--- config.mk ---
export PLATFORM = sky130hd
export DESIGN_NAME = rgmii_ddr_tx_gear
export DESIGN_NICKNAME = d
export VERILOG_FILES = /design/src/rtl/rgmii_ddr_tx_gear_pkg.sv /design/src/rtl/rgmii_ddr_tx_gear_ddr_clk_pattern_gen.sv /design/src/rtl/rgmii_ddr_tx_gear.sv
export SDC_FILE = /design/constraint.sdc
export NUM_CORES = 1
export LEC_CHECK = 0
export CORE_MARGIN = 1.5
export CORE_UTILIZATION = 51
export DETAILED_ROUTE_END_ITERATION = 6
export PLACE_DENSITY = 0.87
export SYNTH_ARGS = -nofsm -noshare
export SYNTH_HDL_FRONTEND = slang
export SYNTH_SLANG_ARGS = --single-unit
--- constraint.sdc ---
create_clock -name clk -period 4.2 [get_ports clk]
set_input_delay 0.63 -clock clk [delete_from_list [all_inputs] [get_ports clk]]
set_output_delay 0.63 -clock clk [all_outputs]
set_load 0.02 [all_outputs]
--- src/rtl/rgmii_ddr_tx_gear_pkg.sv ---
// Shared constants and helpers for the RGMII DDR transmit gearbox.
package rgmii_ddr_tx_gear_pkg;

  // Speed codes as presented on the speed / active_speed ports.
  localparam logic [1:0] SPEED_10   = 2'b00;
  localparam logic [1:0] SPEED_100  = 2'b01;
  localparam logic [1:0] SPEED_1000 = 2'b10;

  // MAC cycles per forwarded clock period at the slow speeds.
  localparam int DEFAULT_DIV_100 = 5;
  localparam int DEFAULT_DIV_10  = 50;

  // Which nibble of the current byte is being driven at 10/100.
  typedef enum logic {
    PH_LOW  = 1'b0,
    PH_HIGH = 1'b1
  } nib_phase_e;

  // Both 2'b10 and 2'b11 select gigabit operation.
  function automatic logic is_gig(input logic [1:0] s);
    return s[1];
  endfunction

  // Fold the reserved code 2'b11 onto 1G so active_speed only shows real modes.
  function automatic logic [1:0] norm_speed(input logic [1:0] s);
    return s[1] ? SPEED_1000 : s;
  endfunction

endpackage

--- src/rtl/rgmii_ddr_tx_gear_ddr_clk_pattern_gen.sv ---
// Period counter and forwarded-clock pattern generator.
// Produces registered rising/falling halves of a clock whose period is
// `div` MAC cycles: a half is high when its half-cycle index is below div.
module ddr_clk_pattern_gen #(
  parameter int CNT_W = 6
) (
  input  logic             clk,
  input  logic             rst,
  input  logic [CNT_W-1:0] div,      // divider that applies from the next cycle on
  input  logic             restart,  // force the counter back to 0 next cycle
  output logic             cnt_last, // counter is at div-1 this cycle
  output logic             clk_q1,
  output logic             clk_q2
);

  logic [CNT_W-1:0] cnt_q, cnt_d;
  logic [CNT_W-1:0] div_q;
  logic             clk_q1_q, clk_q1_d;
  logic             clk_q2_q, clk_q2_d;
  logic [CNT_W:0]   idx_rise, idx_fall, div_ext;

  // The divider in effect this cycle is the one registered last cycle.
  assign cnt_last = (cnt_q == (div_q - CNT_W'(1)));

  // Next count and the clock halves belonging to that next count, so the
  // registered pattern lines up with the counter value it describes.
  always_comb begin
    cnt_d = cnt_q + CNT_W'(1);
    if (restart || cnt_last) begin
      cnt_d = '0;
    end
    idx_rise = {cnt_d, 1'b0};
    idx_fall = {cnt_d, 1'b1};
    div_ext  = {1'b0, div};
    clk_q1_d = (idx_rise < div_ext);
    clk_q2_d = (idx_fall < div_ext);
  end

  // Counter, divider and pattern registers; reset parks in the 1G setting.
  always_ff @(posedge clk) begin
    if (rst) begin
      cnt_q    <= '0;
      div_q    <= CNT_W'(1);
      clk_q1_q <= 1'b0;
      clk_q2_q <= 1'b0;
    end else begin
      cnt_q    <= cnt_d;
      div_q    <= div;
      clk_q1_q <= clk_q1_d;
      clk_q2_q <= clk_q2_d;
    end
  end

  assign clk_q1 = clk_q1_q;
  assign clk_q2 = clk_q2_q;

endmodule

--- src/rtl/rgmii_ddr_tx_gear.sv ---
// RGMII transmit gearbox: byte handshake in, per-cycle DDR half pairs out.
// At 1G each accepted byte is sent in one cycle (low nibble on the rising
// half). At 10/100 each byte occupies 2*N cycles, the low nibble repeated on
// both halves for N cycles, then the high nibble for N cycles.
module rgmii_ddr_tx_gear
  import rgmii_ddr_tx_gear_pkg::*;
#(
  parameter int WIDTH   = 4,
  parameter int DIV_100 = DEFAULT_DIV_100,
  parameter int DIV_10  = DEFAULT_DIV_10
) (
  input  logic               clk,
  input  logic               rst,
  input  logic [1:0]         speed,
  input  logic [2*WIDTH-1:0] in_data,
  input  logic               in_valid,
  output logic               in_ready,
  output logic               out_clk_q1,
  output logic               out_clk_q2,
  output logic [WIDTH-1:0]   out_q1,
  output logic [WIDTH-1:0]   out_q2,
  output logic [1:0]         active_speed
);

  localparam int MAX_DIV = (DIV_10 > DIV_100) ? DIV_10 : DIV_100;
  localparam int CNT_W   = $clog2(MAX_DIV + 1);

  localparam logic [CNT_W-1:0] DIV_1000_C = CNT_W'(1);
  localparam logic [CNT_W-1:0] DIV_100_C  = CNT_W'(DIV_100);
  localparam logic [CNT_W-1:0] DIV_10_C   = CNT_W'(DIV_10);

  logic [1:0]       active_speed_q, active_speed_d;
  nib_phase_e       ph_q, ph_d;
  logic [WIDTH-1:0] hi_nib_q, hi_nib_d;
  logic [WIDTH-1:0] out_q1_q, out_q1_d;
  logic [WIDTH-1:0] out_q2_q, out_q2_d;

  logic             boundary;
  logic             accept;
  logic             restart;
  logic             cnt_last;
  logic             gig_next;
  logic [CNT_W-1:0] div_next;
  logic [WIDTH-1:0] lo_in, hi_in;

  assign lo_in = in_data[WIDTH-1:0];
  assign hi_in = in_data[2*WIDTH-1:WIDTH];

  // Byte boundary, handshake and speed latch; speed only moves between bytes.
  always_comb begin
    boundary       = is_gig(active_speed_q) || (cnt_last && (ph_q == PH_HIGH));
    in_ready       = boundary && !rst;
    accept         = in_valid && in_ready;
    active_speed_d = active_speed_q;
    if (boundary) begin
      active_speed_d = norm_speed(speed);
    end
    gig_next = is_gig(active_speed_d);
    restart  = boundary && (active_speed_d != active_speed_q);
    case (active_speed_d)
      SPEED_100: div_next = DIV_100_C;
      SPEED_10:  div_next = DIV_10_C;
      default:   div_next = DIV_1000_C;
    endcase
  end

  // Nibble phase flips at the end of each forwarded-clock period at 10/100
  // and is pinned low at 1G or when a new speed takes over.
  always_comb begin
    ph_d = ph_q;
    if (gig_next || restart) begin
      ph_d = PH_LOW;
    end else if (cnt_last) begin
      ph_d = (ph_q == PH_LOW) ? PH_HIGH : PH_LOW;
    end
  end

  // Data path: load a new byte (or zeros) at a boundary, formatted for the
  // speed that will be in effect; at 10/100 swap to the stored high nibble
  // halfway through the byte slot.
  always_comb begin
    out_q1_d = out_q1_q;
    out_q2_d = out_q2_q;
    hi_nib_d = hi_nib_q;
    if (boundary) begin
      if (gig_next) begin
        out_q1_d = accept ? lo_in : '0;
        out_q2_d = accept ? hi_in : '0;
        hi_nib_d = '0;
      end else begin
        out_q1_d = accept ? lo_in : '0;
        out_q2_d = accept ? lo_in : '0;
        hi_nib_d = accept ? hi_in : '0;
      end
    end else if (cnt_last && (ph_q == PH_LOW)) begin
      out_q1_d = hi_nib_q;
      out_q2_d = hi_nib_q;
    end
  end

  // State and output registers; reset aborts any byte in flight.
  always_ff @(posedge clk) begin
    if (rst) begin
      active_speed_q <= SPEED_1000;
      ph_q           <= PH_LOW;
      hi_nib_q       <= '0;
      out_q1_q       <= '0;
      out_q2_q       <= '0;
    end else begin
      active_speed_q <= active_speed_d;
      ph_q           <= ph_d;
      hi_nib_q       <= hi_nib_d;
      out_q1_q       <= out_q1_d;
      out_q2_q       <= out_q2_d;
    end
  end

  ddr_clk_pattern_gen #(
    .CNT_W (CNT_W)
  ) u_clk_gen (
    .clk      (clk),
    .rst      (rst),
    .div      (div_next),
    .restart  (restart),
    .cnt_last (cnt_last),
    .clk_q1   (out_clk_q1),
    .clk_q2   (out_clk_q2)
  );

  assign out_q1       = out_q1_q;
  assign out_q2       = out_q2_q;
  assign active_speed = active_speed_q;

endmodule

After elaboration in Yosys (flattened, before gate mapping)
Cells that the tools add are included.
- bits in registers: 29
- bits in latches: 0
- memory bits (writable): 0
- ROM bits: 0
- input bits: 13
- output and inout port bits: 13
- word-level logic and storage cells: 41
- memories kept: 0
- $add $sub $neg: 2
- multiply operators: 0
- div/mod/pow operators: 0
- order comparisons: 2
- eq/ne operators: 3
- shift-type cells: 0
- multiplexer cells: 12
- bitwise gates (word level): 1
- reduce and logical (&&, ||, !) cells: 12
- operator list (kind ; number):
    4-bit two-way mux ; 7
    7-bit by 6-bit < comparator with 1-bit output ; 2
    6-bit case mux with 2 select lines ; 1
    6-bit by 1-bit adder with 6-bit output (second input constant) ; 1
    6-bit == test ; 1
    6-bit two-way mux ; 1
    6-bit by 1-bit subtractor with 6-bit output (second input constant) ; 1
    1-bit logical AND ; 5
    2-bit two-way mux ; 2
    1-bit logical OR ; 3
    2-bit by 1-bit == test with 1-bit output (second input constant) ; 1
    2-bit zero test ; 1
    2-bit inequality test ; 1
    2-bit nonzero test ; 1
    2-bit OR reduction ; 1
    1-bit zero test ; 1
    1-bit two-way mux ; 1
    1-bit NOT ; 1

Logic depth before layout (Yosys ltp)
- word-level depth: 10
- gate-level depth with buffers: 15
- gate-level depth less buffers: 14

Modules after synthesis
A second synthesis with hierarchy kept.
- cell total of the unflattened synthesis: 177
- area, all modules: 1640.3 um^2
- modules (own cells, without submodules) (module ; times used ; cells an instance ; area an instance (um^2) ; sequential area each (um^2)):
    ddr_clk_pattern_gen ; 1 ; 91 ; 827.0 ; 280.3
    rgmii_ddr_tx_gear ; 1 ; 86 ; 813.3 ; 300.3

Least setup slack after synthesis
OpenSTA, ideal clock, no wires.
- path kind: register to register
- from: register u_clk_gen.div_q[0]
- to: register u_clk_gen.clk_q2_q (netlist: u_clk_gen.clk_q2)
- library setup time: 0.119 ns
- data arrival time: 2.889 ns
- data required time: 4.081 ns
- slack: 1.193 ns
- stages on the path, launching flop included: 15
- buffers on the path: 1
- period minus slack after synthesis: 3.007 ns
- cell sequence: dfxtp_1 -> inv_1 -> ha_1 -> ha_1 -> xnor2_1 -> a2111oi_4 -> o21ai_2 -> o21bai_4 -> buf_6 -> mux2i_1 -> inv_1 -> ha_1 -> nand2_1 -> a31o_2 -> o221a_2
- elaborated cells on any way between the ends: 13
- classes of those cells: 1 x add/sub; 1 x order compare; 3 x eq/ne; 3 x mux; 5 x reduce/logical
- RTL lines (element ; line ; source):
    start, declared ; rgmii_ddr_tx_gear_ddr_clk_pattern_gen.sv:17 ; logic [CNT_W-1:0] div_q;
    start signal, assigned ; rgmii_ddr_tx_gear_ddr_clk_pattern_gen.sv:48 ; div_q <= div;
    6-bit by 1-bit subtractor with 6-bit output (*) ; rgmii_ddr_tx_gear_ddr_clk_pattern_gen.sv:23 ; assign cnt_last = (cnt_q == (div_q - CNT_W'(1)));
    6-bit == test (*) ; rgmii_ddr_tx_gear_ddr_clk_pattern_gen.sv:23 ;
    1-bit logical AND (*) ; rgmii_ddr_tx_gear.sv:51 ; boundary = is_gig(active_speed_q) || (cnt_last && (ph_q == PH_HIGH));
    1-bit logical OR (*) ; rgmii_ddr_tx_gear.sv:51 ;
    2-bit two-way mux (*) ; rgmii_ddr_tx_gear.sv:55 ; if (boundary) begin
    2-bit by 1-bit == test with 1-bit output or 2-bit zero test (tied branches) ; rgmii_ddr_tx_gear.sv:60 ; case (active_speed_d)
    6-bit case mux with 2 select lines (*) ; rgmii_ddr_tx_gear.sv:60 ;
    via div_next[1] ; rgmii_ddr_tx_gear.sv:43 ; logic [CNT_W-1:0] div_next;
    7-bit by 6-bit < comparator with 1-bit output (*) ; rgmii_ddr_tx_gear_ddr_clk_pattern_gen.sv:36 ; clk_q2_d = (idx_fall < div_ext);
    end signal, assigned ; rgmii_ddr_tx_gear_ddr_clk_pattern_gen.sv:50 ; clk_q2_q <= clk_q2_d;
    end, declared ; rgmii_ddr_tx_gear_ddr_clk_pattern_gen.sv:19 ; logic clk_q2_q, clk_q2_d;
The timed path passes the listed nets; every way through them passes the cells marked *.
A chain may end at the register's enable or synchronous reset.

Worst setup path in the final report
- from: register u_clk_gen.div_q[0]
- to: output port in_ready
- cells in the longest elaborated chain, start to end: 5
- RTL lines (element ; line ; source):
    6-bit by 1-bit subtractor with 6-bit output ; rgmii_ddr_tx_gear_ddr_clk_pattern_gen.sv:23 ;
    6-bit == test ; rgmii_ddr_tx_gear_ddr_clk_pattern_gen.sv:23 ;
    1-bit logical AND ; rgmii_ddr_tx_gear.sv:51 ;
    1-bit logical OR ; rgmii_ddr_tx_gear.sv:51 ;
    1-bit logical AND ; rgmii_ddr_tx_gear.sv:52 ; in_ready = boundary && !rst;
    end, declared ; rgmii_ddr_tx_gear.sv:17 ; output logic in_ready,
Every way passes these cells.

==> impl_results.md <==
- Clock sink total: 26
- Status: completed
- Met3 WL: about 100 microns
- Max VDD drop: between 0.2 and 0.25 mV
- Gr usage total: roughly 22%
- Top-Level Pins: 26
- Final ANT Viol Nets: 0
- Met2 WL: around 1800 microns
- Vias in the first global route: approximately 1300
- Die footprint: between 0.003 and 0.004 sq mm
- Routed WL per cell: about 15 microns
- Pin count of the biggest net entering global routing: 26
- Layout cells sized above 1: between 6 and 7%
- Synth cell types: 38
- First-pass GRT wire length: roughly 5500 microns
- Clock power share: between 10% and 20%
- Max-Cap Viols: 0
- Total gr overflow: 0
- Post-cts resize count: 0
- DP HPWL: roughly 2600 microns
- Root buffer cell: clkbuf_4
- Commonest non-fill, non-tap cell in the layout: dfxtp_1
- Vias: between 1000 and 1500
- Initial antenna violation count: 0
- Wire length on met1: 1290 microns
- Final Skew: between 5 and 6 ps
- Static Leak: around 0.66 nW
- Internal power: approximately 0.00037 W
- Worst Path Required: around 3600 ps
- Combinational share of power: a little under a third
- CTS tree: built
- Chip height: between 50 and 60 microns
- Syn-to-layout area delta: 18.0%
- Initial core utilization: 52.7%
- Area of the multi-input gates: 808 sq um
- Highest Signal Layer: met4
- Switching share of total power: between 30% and 40%
- Setup crit start kind: register
- Unrepaired setup endpoints after global routing: no
- Drt total wl: 3290 microns
- Synthesized Nets: 190
- Number of buffers added on ports: 25
- Syn Area/Cell: approximately 8.5 sq um
- Design Area, Final: approximately 0.0017 sq mm
- Async SR Flop Fraction: 0%
- Crit end category: output pin
- Hold Crit Class: reg2reg
- Rows: 19
- Final nets: between 200 and 250
- Final setup violation count: 0
- First-pass iteration count of the detailed router: 4
- H-Tree Depth: 1
- Filler cell count: between 200 and 250
- Main synth FF type: dfxtp_1
- Final Cycle Share: 87.1%
- CP Class: reg2out
- Post-CTS setup buffer count: 0
- Worst-path clk slew: around 130 ps
- Die width: approximately 56 microns
- Clock Latency Late Sink: 300 ps
- CP Max Fanout: 14
- Post-synthesis cell count: between 150 and 200
- Setup_tns: 0 ps
- Worst-Margin Slew: around 600 ps
- Fmax: about 270 MHz
- Post-route minimum period: between 3000 and 4000 ps
- Post-synth EDFFs: 0
- CTS Hold Bufs: 0
- Routability cong.: roughly 0.84
- Max Slew Vio Count: 0
- Sequential share of power: approximately 50%
- Starting DRT DRC Count: 40
- Post-synthesis instance area: roughly 0.0014 sq mm
- Yosys reg bits: 26
- Headroom to the max-slew limit: approximately three fifths
- Synth warnings: 0
- # DRC: 0
- Register area share after synthesis: between 30% and 40%
- Final hold viol count: 0
- Total CTS buffers: 3
- Net switching power: ~0.00017 W
- N_diodes: 0
- Most frequent cells in the layout: dfxtp_1 (26), clkdlybuf4s50_1 (25), a21oi_1 (17), nor2_1 (16)
- P per Cell Area: roughly 320 mW/mm^2
- Storage cell area: roughly 520 sq um
- Maximum root-to-sink buffer count: 2
- Post-DP Area: approximately 0.0017 sq mm
- Core area: ~0.0027 sq mm
- Vias/cell: just under 6
- Arrival @ worst endpoint: approximately 3000 ps
final cells by class:
class                      count  area share (%)
clock buffer                   3            1.34
inverter                      10            2.23
multi-input combinational    121            48.0
sequential                    26            30.9
tap                           31            2.30
timing repair buffer          26            15.3
metal layers:
metal / vias to the layer above / global-route usage, %
li1: 634 / -
met1: 600 / 22.2
met2: 34 / 45.1
met3: 9 / 2.56
met4: 0 / 5.10
met5: - / 0
worst max-delay path, stage by stage (launching register included):
cell and delay, ps:
dfxtp_1 420, inv_1 60, ha_1 200, ha_1 290
xnor2_1 160, a2111oi_4 310, o21ai_2 250, o21ba_2 330
nor2_1 110, clkdlybuf4s50_1 610
worst paths after layout:
kind | from | slack (ps) | endpoint | cells past startpoint
setup / recovery | u_clk_gen.div_q[0] | 540 | in_ready | 9
setup reg to reg | u_clk_gen.div_q[0] | 550 | u_clk_gen.clk_q1 | 13
hold / removal | out_q1[1] | 510 | out_q1[1] | 2
hold reg to reg | out_q1[1] | 510 | out_q1[1] | 2
kinds of logic after synthesis:
| group | Yosys count | synth area share (%) |
|---|---|---|
| and+or+nand+nor | 64 | 22.9 |
| AOI/OAI and AO/OA | 39 | 20.4 |
| DFF | 26 | 36.4 |
| buffers and inverters | 22 | 7.01 |
| muxes | 2 | 1.40 |
| adders and majority gates | 8 | 7.01 |
| xor gates and xnor gates | 8 | 4.90 |
metrics by stage:
stage / hold slack [ps] / worst slack [ps] / power [W] / utilization [%] / instances
2_1_floorplan: 450 / 1190 / 0.000389 / - / 169
3_3_place_gp: 488 / 939 / 0.000432 / 61.4 / 214
3_5_place_dp: 487 / 658 / 0.000441 / 61.4 / 214
4_1_cts: 507 / 537 / 0.000539 / 62.2 / 217
5_1_grt: 548 / 354 / 0.000565 / 62.2 / 217
6_report: 509 / 541 / 0.000539 / 62.2 / 217
power groups by stage:
| stage | Sequential, W | Combinational [W] | Clock (W) |
|---|---|---|---|
| after global placement | 0.000279 | 0.000152 | 0 |
| after floorplan | 0.000289 | 0.0000995 | 0 |
| after CTS | 0.000275 | 0.000163 | 0.000101 |
| after global routing | 0.000277 | 0.000177 | 0.000111 |
| final | 0.000274 | 0.000163 | 0.000101 |
| after detailed placement | 0.000280 | 0.000162 | 0 |
Yosys cell counts (2+ instances only):
cell type | n | share of area (%)
inv_1 | 10 | 2.6
nand2b_1 | 5 | 2.2
nand2_1 | 10 | 2.6
buf_6 | 2 | 1.6
ha_1 | 8 | 7.0
mux2i_1 | 2 | 1.4
nand4_1 | 5 | 2.2
xnor2_1 | 5 | 3.1
buf_2 | 2 | 0.70
nor2_1 | 16 | 4.2
or3_1 | 4 | 1.8
and2_1 | 2 | 0.88
clkbuf_1 | 7 | 1.8
a311oi_1 | 4 | 2.5
or2_2 | 2 | 0.88
xor2_1 | 3 | 1.8
a22o_1 | 4 | 2.5
nor3_1 | 10 | 3.5
o21ai_0 | 4 | 1.4
nand3_1 | 5 | 1.8
dfxtp_1 | 26 | 36
a21oi_1 | 17 | 6.0
registers in the layout, indices dropped and copies added, names as in the netlist:
signal	count
u_clk_gen.div_q	3
ph_q	1
u_clk_gen.clk_q1	1
active_speed	2
u_clk_gen.cnt_q	6
u_clk_gen.clk_q2	1
hi_nib_q	4
out_q2	4
out_q1	4
No activity file was read; power rests on OpenSTA's default activity.
